## src/rtl/vedic_div_16x8.sv

```systemverilog
// Sequential unsigned restoring divider: 2N-bit dividend / N-bit divisor,
// one quotient bit per clock. Divide-by-zero and quotient overflow are
// caught at accept time and finish through a single-cycle error state.
module vedic_div_16x8 #(
  parameter int unsigned N = 8
) (
  input  logic             i_clk,
  input  logic             i_rst,
  input  logic             i_start,
  input  logic [2*N-1:0]   i_dividend,
  input  logic [N-1:0]     i_divisor,
  output logic             o_busy,
  output logic             o_done,
  output logic [N-1:0]     o_quotient,
  output logic [N-1:0]     o_remainder,
  output logic             o_div_by_zero,
  output logic             o_overflow
);

  localparam int unsigned CntW = $clog2(N + 1);

  typedef enum logic [1:0] {StIdle, StCalc, StErr} state_e;

  state_e          r_state;
  state_e          w_state_next;

  // Iteration datapath: partial remainder, dividend-low/quotient shifter, counter.
  logic [N:0]      r_rem;
  logic [N-1:0]    r_q;
  logic [N-1:0]    r_divisor;
  logic [CntW-1:0] r_cnt;
  logic            r_dbz_pend;

  // Registered results.
  logic            r_done;
  logic [N-1:0]    r_quotient;
  logic [N-1:0]    r_remainder;
  logic            r_dbz;
  logic            r_ovf;

  logic [N-1:0]    w_hi;
  logic            w_dbz_in;
  logic            w_ovf_in;
  logic            w_last;
  logic [N:0]      w_shift;
  logic            w_ge;
  logic [N:0]      w_rem_next;
  logic [N-1:0]    w_q_next;

  assign w_hi     = i_dividend[2*N-1:N];
  assign w_dbz_in = (i_divisor == '0);
  // High half >= divisor means the quotient cannot fit in N bits.
  assign w_ovf_in = (w_hi >= i_divisor);
  assign w_last   = (r_cnt == CntW'(N - 1));

  // One restoring step: shift in next dividend bit, subtract if it fits.
  always_comb begin
    w_shift    = {r_rem[N-1:0], r_q[N-1]};
    w_ge       = (w_shift >= {1'b0, r_divisor});
    w_rem_next = w_ge ? (w_shift - {1'b0, r_divisor}) : w_shift;
    w_q_next   = {r_q[N-2:0], w_ge};
  end

  // State register.
  always_ff @(posedge i_clk or posedge i_rst) begin
    if (i_rst) begin
      r_state <= StIdle;
    end else begin
      r_state <= w_state_next;
    end
  end

  // Next-state logic.
  always_comb begin
    w_state_next = r_state;
    case (r_state)
      StIdle: begin
        if (i_start) begin
          w_state_next = (w_dbz_in || w_ovf_in) ? StErr : StCalc;
        end
      end
      StCalc:  if (w_last) w_state_next = StIdle;
      StErr:   w_state_next = StIdle;
      default: w_state_next = StIdle;
    endcase
  end

  // Outputs: busy decoded from state, everything else straight from registers.
  always_comb begin
    o_busy        = (r_state != StIdle);
    o_done        = r_done;
    o_quotient    = r_quotient;
    o_remainder   = r_remainder;
    o_div_by_zero = r_dbz;
    o_overflow    = r_ovf;
  end

  // Datapath and result registers; results only move on the done edge.
  always_ff @(posedge i_clk or posedge i_rst) begin
    if (i_rst) begin
      r_rem       <= '0;
      r_q         <= '0;
      r_divisor   <= '0;
      r_cnt       <= '0;
      r_dbz_pend  <= 1'b0;
      r_done      <= 1'b0;
      r_quotient  <= '0;
      r_remainder <= '0;
      r_dbz       <= 1'b0;
      r_ovf       <= 1'b0;
    end else begin
      r_done <= 1'b0;
      case (r_state)
        StIdle: begin
          if (i_start) begin
            r_rem      <= {1'b0, w_hi};
            r_q        <= i_dividend[N-1:0];
            r_divisor  <= i_divisor;
            r_cnt      <= '0;
            r_dbz_pend <= w_dbz_in;
          end
        end
        StCalc: begin
          r_rem <= w_rem_next;
          r_q   <= w_q_next;
          r_cnt <= r_cnt + CntW'(1);
          if (w_last) begin
            r_quotient  <= w_q_next;
            r_remainder <= w_rem_next[N-1:0];
            r_dbz       <= 1'b0;
            r_ovf       <= 1'b0;
            r_done      <= 1'b1;
          end
        end
        StErr: begin
          // r_q still holds the untouched low half of the dividend here.
          r_quotient  <= '1;
          r_remainder <= r_dbz_pend ? r_q : '0;
          r_dbz       <= r_dbz_pend;
          r_ovf       <= ~r_dbz_pend;
          r_done      <= 1'b1;
        end
        default: ;
      endcase
    end
  end

endmodule
```

## config.mk

```make
export PLATFORM = sky130hd
export DESIGN_NAME = vedic_div_16x8
export DESIGN_NICKNAME = d
export VERILOG_FILES = /design/src/rtl/vedic_div_16x8.sv
export SDC_FILE = /design/constraint.sdc
export NUM_CORES = 1
export LEC_CHECK = 0
export CORE_ASPECT_RATIO = 1.75
export CORE_MARGIN = 5
export CORE_UTILIZATION = 40
export DETAILED_ROUTE_END_ITERATION = 10
export GPL_TIMING_DRIVEN = 0
export HOLD_SLACK_MARGIN = 0.1
export PLACE_DENSITY_LB_ADDON = 0.05
export SLEW_MARGIN = 20
export SYNTH_ARGS = -nofsm -noshare
export SYNTH_HDL_FRONTEND = slang
export SYNTH_SLANG_ARGS = --single-unit
```

## constraint.sdc

```tcl
create_clock -name i_clk -period 5.6 [get_ports i_clk]
set_clock_uncertainty 0.1 [all_clocks]
set_input_delay 1.12 -clock i_clk [delete_from_list [all_inputs] [get_ports i_clk]]
set_output_delay 1.12 -clock i_clk [all_outputs]
set_load 0.02 [all_outputs]
```

# --- After elaboration in Yosys (flattened, before gate mapping) ---
# Cells that the tools add are included.
word_totals:
  register_bits: 50
  latch_bits: 0
  ram_bits: 0
  rom_bits: 0
  inputBits: 27
  output_inout_bits: 20
  elab_cells: 52
  mem_count: 0
op_classes:
  n_addsub: 2
  multipliers: 0
  n_div: 0
  order_cmp: 2
  n_eq_ne: 5
  n_shift: 0
  n_mux: 21
  bitwise: 1
  reduce_logical: 10
op_table:
  columns: ["operator", "count"]
  rows:
  - ["8-bit case mux with 2 select lines", 4]
  - ["8-bit two-way mux", 6]
  - ["9-bit by 8-bit >= comparator with 1-bit output", 1]
  - ["8-bit >= comparator", 1]
  - ["8-bit zero test", 1]
  - ["4-bit case mux with 2 select lines", 1]
  - ["2-bit AND reduction", 4]
  - ["8-bit subtractor", 1]
  - ["2-bit two-way mux", 3]
  - ["1-bit case mux with 2 select lines", 3]
  - ["2-bit nonzero test", 3]
  - ["4-bit by 1-bit adder with 4-bit output (second input constant)", 1]
  - ["4-bit by 3-bit equality test with 1-bit output (second input constant)", 1]
  - ["4-bit two-way mux", 1]
  - ["2-bit != test (second input constant)", 2]
  - ["2-bit case mux with 2 select lines", 1]
  - ["2-bit by 1-bit equality test with 1-bit output (second input constant)", 1]
  - ["2-bit equality test (second input constant)", 1]
  - ["2-bit zero test", 1]
  - ["1-bit two-way mux", 2]
  - ["1-bit logical OR", 1]
  - ["1-bit NOT", 1]

# --- Longest topological paths before layout ---
depth:
  word_depth: 5
  mapped_depth: 9
  ltp_nobuf: 8

# --- Worst setup path before layout ---
# OpenSTA, ideal clock, no wires.
synth_path:
  kind: "input to register"
  start: "input i_dividend[8]"
  end: "register r_state[0]"
  arrival_ps: 2372
  slack_ps: 3062
  stages: 7
  path_cell_list: "inv_1 ha_1 nand2b_1 a21o_1 a21o_1 a2111oi_2 a22o_1"
synth_between:
  elab_chain_cells: 5
synth_rtl:
  columns: ["element", "line", "source"]
  rows:
  - ["from (decl)", "10", "input logic [2*N-1:0] i_dividend,"]
  - ["8-bit >= comparator", "53", "assign w_ovf_in = (w_hi >= i_divisor);"]
  - ["1-bit logical OR", "79", "w_state_next = (w_dbz_in || w_ovf_in) ? StErr : StCalc;"]
  - ["2-bit two-way mux", "79", null]
  - ["2-bit two-way mux", "78", "if (i_start) begin"]
  - ["2-bit case mux with 2 select lines", "76", "case (r_state)"]
  - ["to (signal assigned)", "67", "r_state <= StIdle;"]
  - ["to (signal assigned)", "69", "r_state <= w_state_next;"]
  - ["to (decl)", "24", "state_e r_state;"]
# Every way passes these cells. The select of a mux whose other input is x is not followed.
# A chain may end at the register's enable or synchronous reset.

# --- Worst setup path after layout ---
# Same ends and word-level chain as after synthesis.

==> run metrics <==
critical path's most frequent cell=a21o_1; HPWL Detailed=7.06 mm; drt via density=5.49; clk_lat worst skew=290 ps; drt pass-1 iters=4; Yosys top cell area share=39.8%; gr ovfl total=0; Post-route DRC=0; Worst VDD drop=267 uV; HP Class=reg -> reg; Post-synth ARST share=100%; layout cells sized above 1=6.33%; period utilization=52.2%; Critical-path top delay cell=clkdlybuf4s50_1; Die Y=127 um; worst setup margin=2680 ps; Worst setup startpoint=i_dividend[8]; Static Leak=1.68 nW; critical path class=in -> reg; top_reg_cell synth=dfrtp_1; RSZ-0062 raised after global routing=no; gpl congestion=0.812; Max clock buf depth=2; Chip Width=77.0 um; initial drt markers=94; Mapped Nets=404; PwrDens=661 nW/um^2; HP Start=r_divisor[3]; filler instances=767; core area=7620 sq um; startpoint types=input pin; number of flops mapped to enable cells by yosys=0; Synth Register Bits=50; DR WL met2=4.77 mm; crit-path cells=clkdlybuf4s50_1, inv_1, ha_1, nand2b_1, a21o_1, a21o_1, a2111oi_2, a22o_1; Final Max Slew Viols=0; syn_area_per_cell=8.83 sq um; Final ANT Viol Nets=0; M1 WL=3.46 mm; Worst R2R Start=r_q[7]; PortBufs=46; post-synth cell types=51; first-pass GRT wire length=14.0 mm; TritonCTS Buffers=5; vias in the first global route=2764; achievable clock frequency=342 MHz; Rows=42; CP delay by family, top=compound AO/OA/AOI/OAI gates; Syn-to-layout area delta=23.7%; CP max stage delay=460 ps; CP endpoint kind=flop; # hold bufs at CTS=0; Crit path arrival time=3060 ps; # Max-Cap Violations=0; Worst-path clk slew=70 ps; Inserted Diodes=0; Post-CTS Setup Inserts=0; Worst-Margin Slew=697 ps; fin nets=458; synth warn=0; CTS-repair resized insts=0; Die ar.=9800 sq um; DR WL/cell=17.5 um; Initial Util=41.2%; Tmin final=2920 ps; Max Fanout on Critical Path=2; Synth area leader=dfrtp_1; Worst EP required=5730 ps; synthesized instance count=356; CTS tree=yes; clock root buffer=clkbuf_16; endpoints failing hold=0; mapped cell area=3140 sq um; CP Buf/Inv Count=2; routed vias=2742; IO Count=47; Slew Limit Headroom=53.5%; Setup TNS=0 ps; share of the yosys chip area belonging to registers=39.8%; initial antenna violation count=0; Total GRT Usage=18.2%; final wirelength=8.76 mm; clock sink count=50; Placement Setup Slack=2350 ps; setup violators final=0; outcome=finished clean; Max Used Layer=met4; WL met3=244 um; largest net degree at the start of global routing=31; main area contributors after synthesis=dfrtp_1 (40%), ha_1 (8.0%), nand2_1 (4.8%); H-tree levels=2
[power breakdown]
| part | switching [mW] | leakage, nW | internal [mW] |
|---|---|---|---|
| logic | 0.945 | 1.02 | 0.657 |
| clock network | 0.134 | 0.0739 | 0.178 |
| registers | 0.135 | 0.587 | 0.521 |
[layout make-up]
cell class	count	area (sq um)	share of cell area, %
clock buffer	7	143	3.67
sequential	50	1250	32.2
inverter	29	109	2.80
multi-input combinational	262	1710	43.9
tap	88	110	2.83
timing repair buffer	47	488	12.6
buffer	15	73.8	1.90
clock inverter	1	5.00	0.129
[path summary, 6_finish.rpt]
check	depth (start not counted)	endpoint	slack, ps
max	8	r_state[0]	2680
min	2	r_divisor[3]	380
max reg2reg	8	o_remainder[6]	3230
min reg2reg	2	r_divisor[3]	380
max in group asynchronous	3	r_dbz_pend	3690
min in group asynchronous	2	o_remainder[2]	1160
[per-layer routing]
metal,vias up,GRT usage [%]
li1,1371,-
met1,1314,20.0
met2,46,34.8
met3,11,2.82
met4,0,6.58
met5,-,0
[Yosys cell counts, types with 2 or more instances]
| library cell | n |
|---|---|
| buf_2 | 5 |
| mux2i_1 | 13 |
| ha_1 | 20 |
| nand2_1 | 40 |
| a211oi_1 | 5 |
| o211ai_1 | 5 |
| inv_1 | 29 |
| a31oi_1 | 10 |
| a32o_1 | 2 |
| o21ai_1 | 10 |
| clkbuf_1 | 8 |
| nand3_1 | 6 |
| nand2b_1 | 3 |
| dfrtp_1 | 50 |
| a21oi_2 | 2 |
| nor2_1 | 25 |
| a211oi_2 | 2 |
| nor3b_1 | 4 |
| o22ai_1 | 9 |
| or3_1 | 3 |
| a21boi_1 | 2 |
| nor3_1 | 8 |
| a21oi_1 | 22 |
| o31ai_1 | 4 |
| and2_1 | 2 |
| nor2b_1 | 7 |
| o21ai_0 | 27 |
| o21a_1 | 3 |
| a21o_1 | 7 |
| or2_1 | 2 |
[cell families after synthesis]
kind of cell,count (synthesis),synth area share [%]
AO/OA/AOI/OAI,118,24.3
XOR/XNOR,1,0.279
adder cells (fa/ha/maj),21,8.60
buffers and inverters,44,5.81
flip-flops,50,39.8
multiplexers,15,4.94
AND/OR/NAND/NOR,107,16.2
[worst min-delay path, stage by stage (launching register included)]
cell     delay (ps)
dfrtp_1         350
nand2_1          40
o21ai_0          60
[sequential cells by signal, summed over array words and instances, names as in the netlist]
name / count
o_quotient: 8
o_remainder: 8
r_divisor: 8
r_q: 8
r_rem: 8
r_cnt: 4
r_state: 2
o_div_by_zero: 1
o_done: 1
o_overflow: 1
r_dbz_pend: 1
[through the flow]
stage	utilization [%]	cells	hold slack, ps	area, sq um	total power [mW]
floorplan	-	356	350	3140	1.77
global placement	48.7	490	368	3710	2.25
detailed placement	49.1	491	371	3740	2.27
CTS	51.0	499	386	3890	2.59
global route	51.0	499	424	3890	2.78
finish	51.0	499	385	3890	2.57
[cell usage in the layout, fill, tap and decap left out, types with 10 or more instances in the layout]
master	instances
dfrtp_1	50
clkdlybuf4s50_1	46
nand2_1	40
inv_1	28
o21ai_0	27
nor2_1	25
a21oi_1	22
ha_1	20
mux2i_1	13
o21ai_1	10
a31oi_1	10
No activity file was read; power rests on OpenSTA's default activity.
==> RTL edit: new RTL, config.mk and constraints unchanged <==
Change the parameter `N` from 8 to 16.
--- a/src/rtl/vedic_div_16x8.sv
+++ b/src/rtl/vedic_div_16x8.sv
@@ -2,7 +2,7 @@
 // one quotient bit per clock. Divide-by-zero and quotient overflow are
 // caught at accept time and finish through a single-cycle error state.
 module vedic_div_16x8 #(
-  parameter int unsigned N = 8
+  parameter int unsigned N = 16
 ) (
   input  logic             i_clk,
   input  logic             i_rst,
Ports: changed (resized i_dividend, i_divisor, o_quotient and o_remainder); port bits go from 47 to 87. The function was not compared with the original's and may differ.
==> RTL edit against the original RTL <==
Die area rose by 64%. Design area rose by 75%. Sequential cell count rose by 41. Critical path depth rose by 1. Worst setup slack got worse by 0.57 ns. Non-clock buffer count rose by 62. Synthesized area rose by 72%. Power rose by 91%. Routed wire length rose by 92%. Clock power rose by 96%. Critical path type unchanged. Largest cell class unchanged. Largest power group unchanged. Highest routed layer unchanged.
==> RTL edit: results (changes against the original RTL) <==
stage;metric;value;unit;change
global_route;initial antenna violation count;0;;unchanged
drt;number of DRC markers in iteration 0;200;;+110%
global_route;vias in the first global route;5108;;+85%
setup_path;CP max FO;3;;+1
setup_path;Arr. time, crit path;3.68;ns;+0.62 ns
layout;Non-clock inverters;44;;+52%
setup_path;Worst Setup SP;i_divisor[0];;
drt;met2 WL post-DR;9170;µm;+92%
pwr;sequential fraction of design power;25.2;%;-0.3 points
clock_tree;CTS Sinks;91;;+82%
pwr;internal power;2.54;mW;+87%
setup_path;reg2reg start;r_q[15];;
sta;Tightest Pin Transition;0.736;ns;+0.0386 ns
drt;WL met3;586;µm;+140%
layout;fraction of area in multi-input gates;41.2;%;-2.8 points
pwr;peak supply drop;0.288;mV;+8.2%
global_route;GR Util met3;3.19;%;+0.37 points
pwr;pwr dens;720;nW/µm²;+8.9%
pwr;Leakage Power;2.93;nW;+74%
clock_tree;CTS H-Tree Depth;3;;+1
layout;Buffers excl. clock;124;;+100%
hold_path;WHS Endpoint;r_divisor[7];;
hold_path;Hold Startpoint;r_divisor[7];;
placement;Post-DP HPWL;13400;µm;+90%
global_route;largest net degree at the start of global routing;50;;+61%
clock_tree;Num CTS Buffers;9;;+4
layout;multi-input gates;429;;+64%
sta;final period demand of the worst path;3.49;ns;+0.569 ns
setup_path;Setup crit end;r_state[0];;
drt;Met1 Routed Length;6460;µm;+86%
placement;routability congestion estimate;0.917;;+13%
drt;total routed wirelength;16800;µm;+92%
clock_tree;latest clock arrival within the worst-skew pair;0.35;ns;+0.06 ns
layout;nets@finish;788;;+72%
logic_synthesis;Seq/Total Area, Yosys;42.1;%;+2.3 points
layout;Register Area;2280;µm²;+82%
logic_synthesis;top cells by area, synth;dfrtp_1, ha_1, mux2i_1, o21ai_0, a21oi_1;;
layout;buffering overhead;15.4;%;+0.95 points
layout;clk tree area frac;4.30;%;+0.50 points
global_route;GRT Util Overall;21.2;%;+3.0 points
setup_path;FF-to-FF path depth;11;;+3
status;status;finished, final reports clean;;
logic_synthesis;most frequent cells after synthesis;dfrtp_1, nand2_1, o21ai_0;;
setup_path;Reg2Reg Setup Slack;2.53;ns;-0.70 ns
setup_path;critical path's slowest cell;a211oi_1;;
placement;Placement Setup Slack;1.76;ns;-0.595 ns
drt;Vias;4784;;+74%
layout;share of layout cells above drive strength 1;5.26;%;-1.1 points
global_route;met1 usage;23.2;%;+3.2 points
layout;# clk buffers;10;;+3
[RTL edit: cell count changes in the layout (fill, tap and decap cells not counted), moves of 18 or more]
cell,unedited run,this run
dfrtp_1,50,91
clkdlybuf4s50_1,46,86
o21ai_0,27,56
a21oi_1,22,48
nand2_1,40,62
mux2i_1,13,31
[RTL edit: logic make-up (layout without fill, tap and decap cells)]
logic type	after synthesis	count (layout)	share of synthesized area (%)
xor+xnor	11	11	1.78
buf+inv	81	184	6.02
fa+ha+maj	38	38	8.94
flops	91	91	42.1
mux	33	33	6.16
compound gates	188	188	21.6
simple gates	159	159	13.4
[RTL edit: per-stage QoR]
stage,std cells,hold WS [ns],util [%],cell area (µm²)
2_1_floorplan,601,0.349,-,5400
3_3_place_gp,861,0.360,48.7,6480
3_5_place_dp,862,0.371,48.9,6520
4_1_cts,878,0.388,51.1,6810
5_1_grt,878,0.421,51.1,6810
6_report,878,0.381,51.1,6810
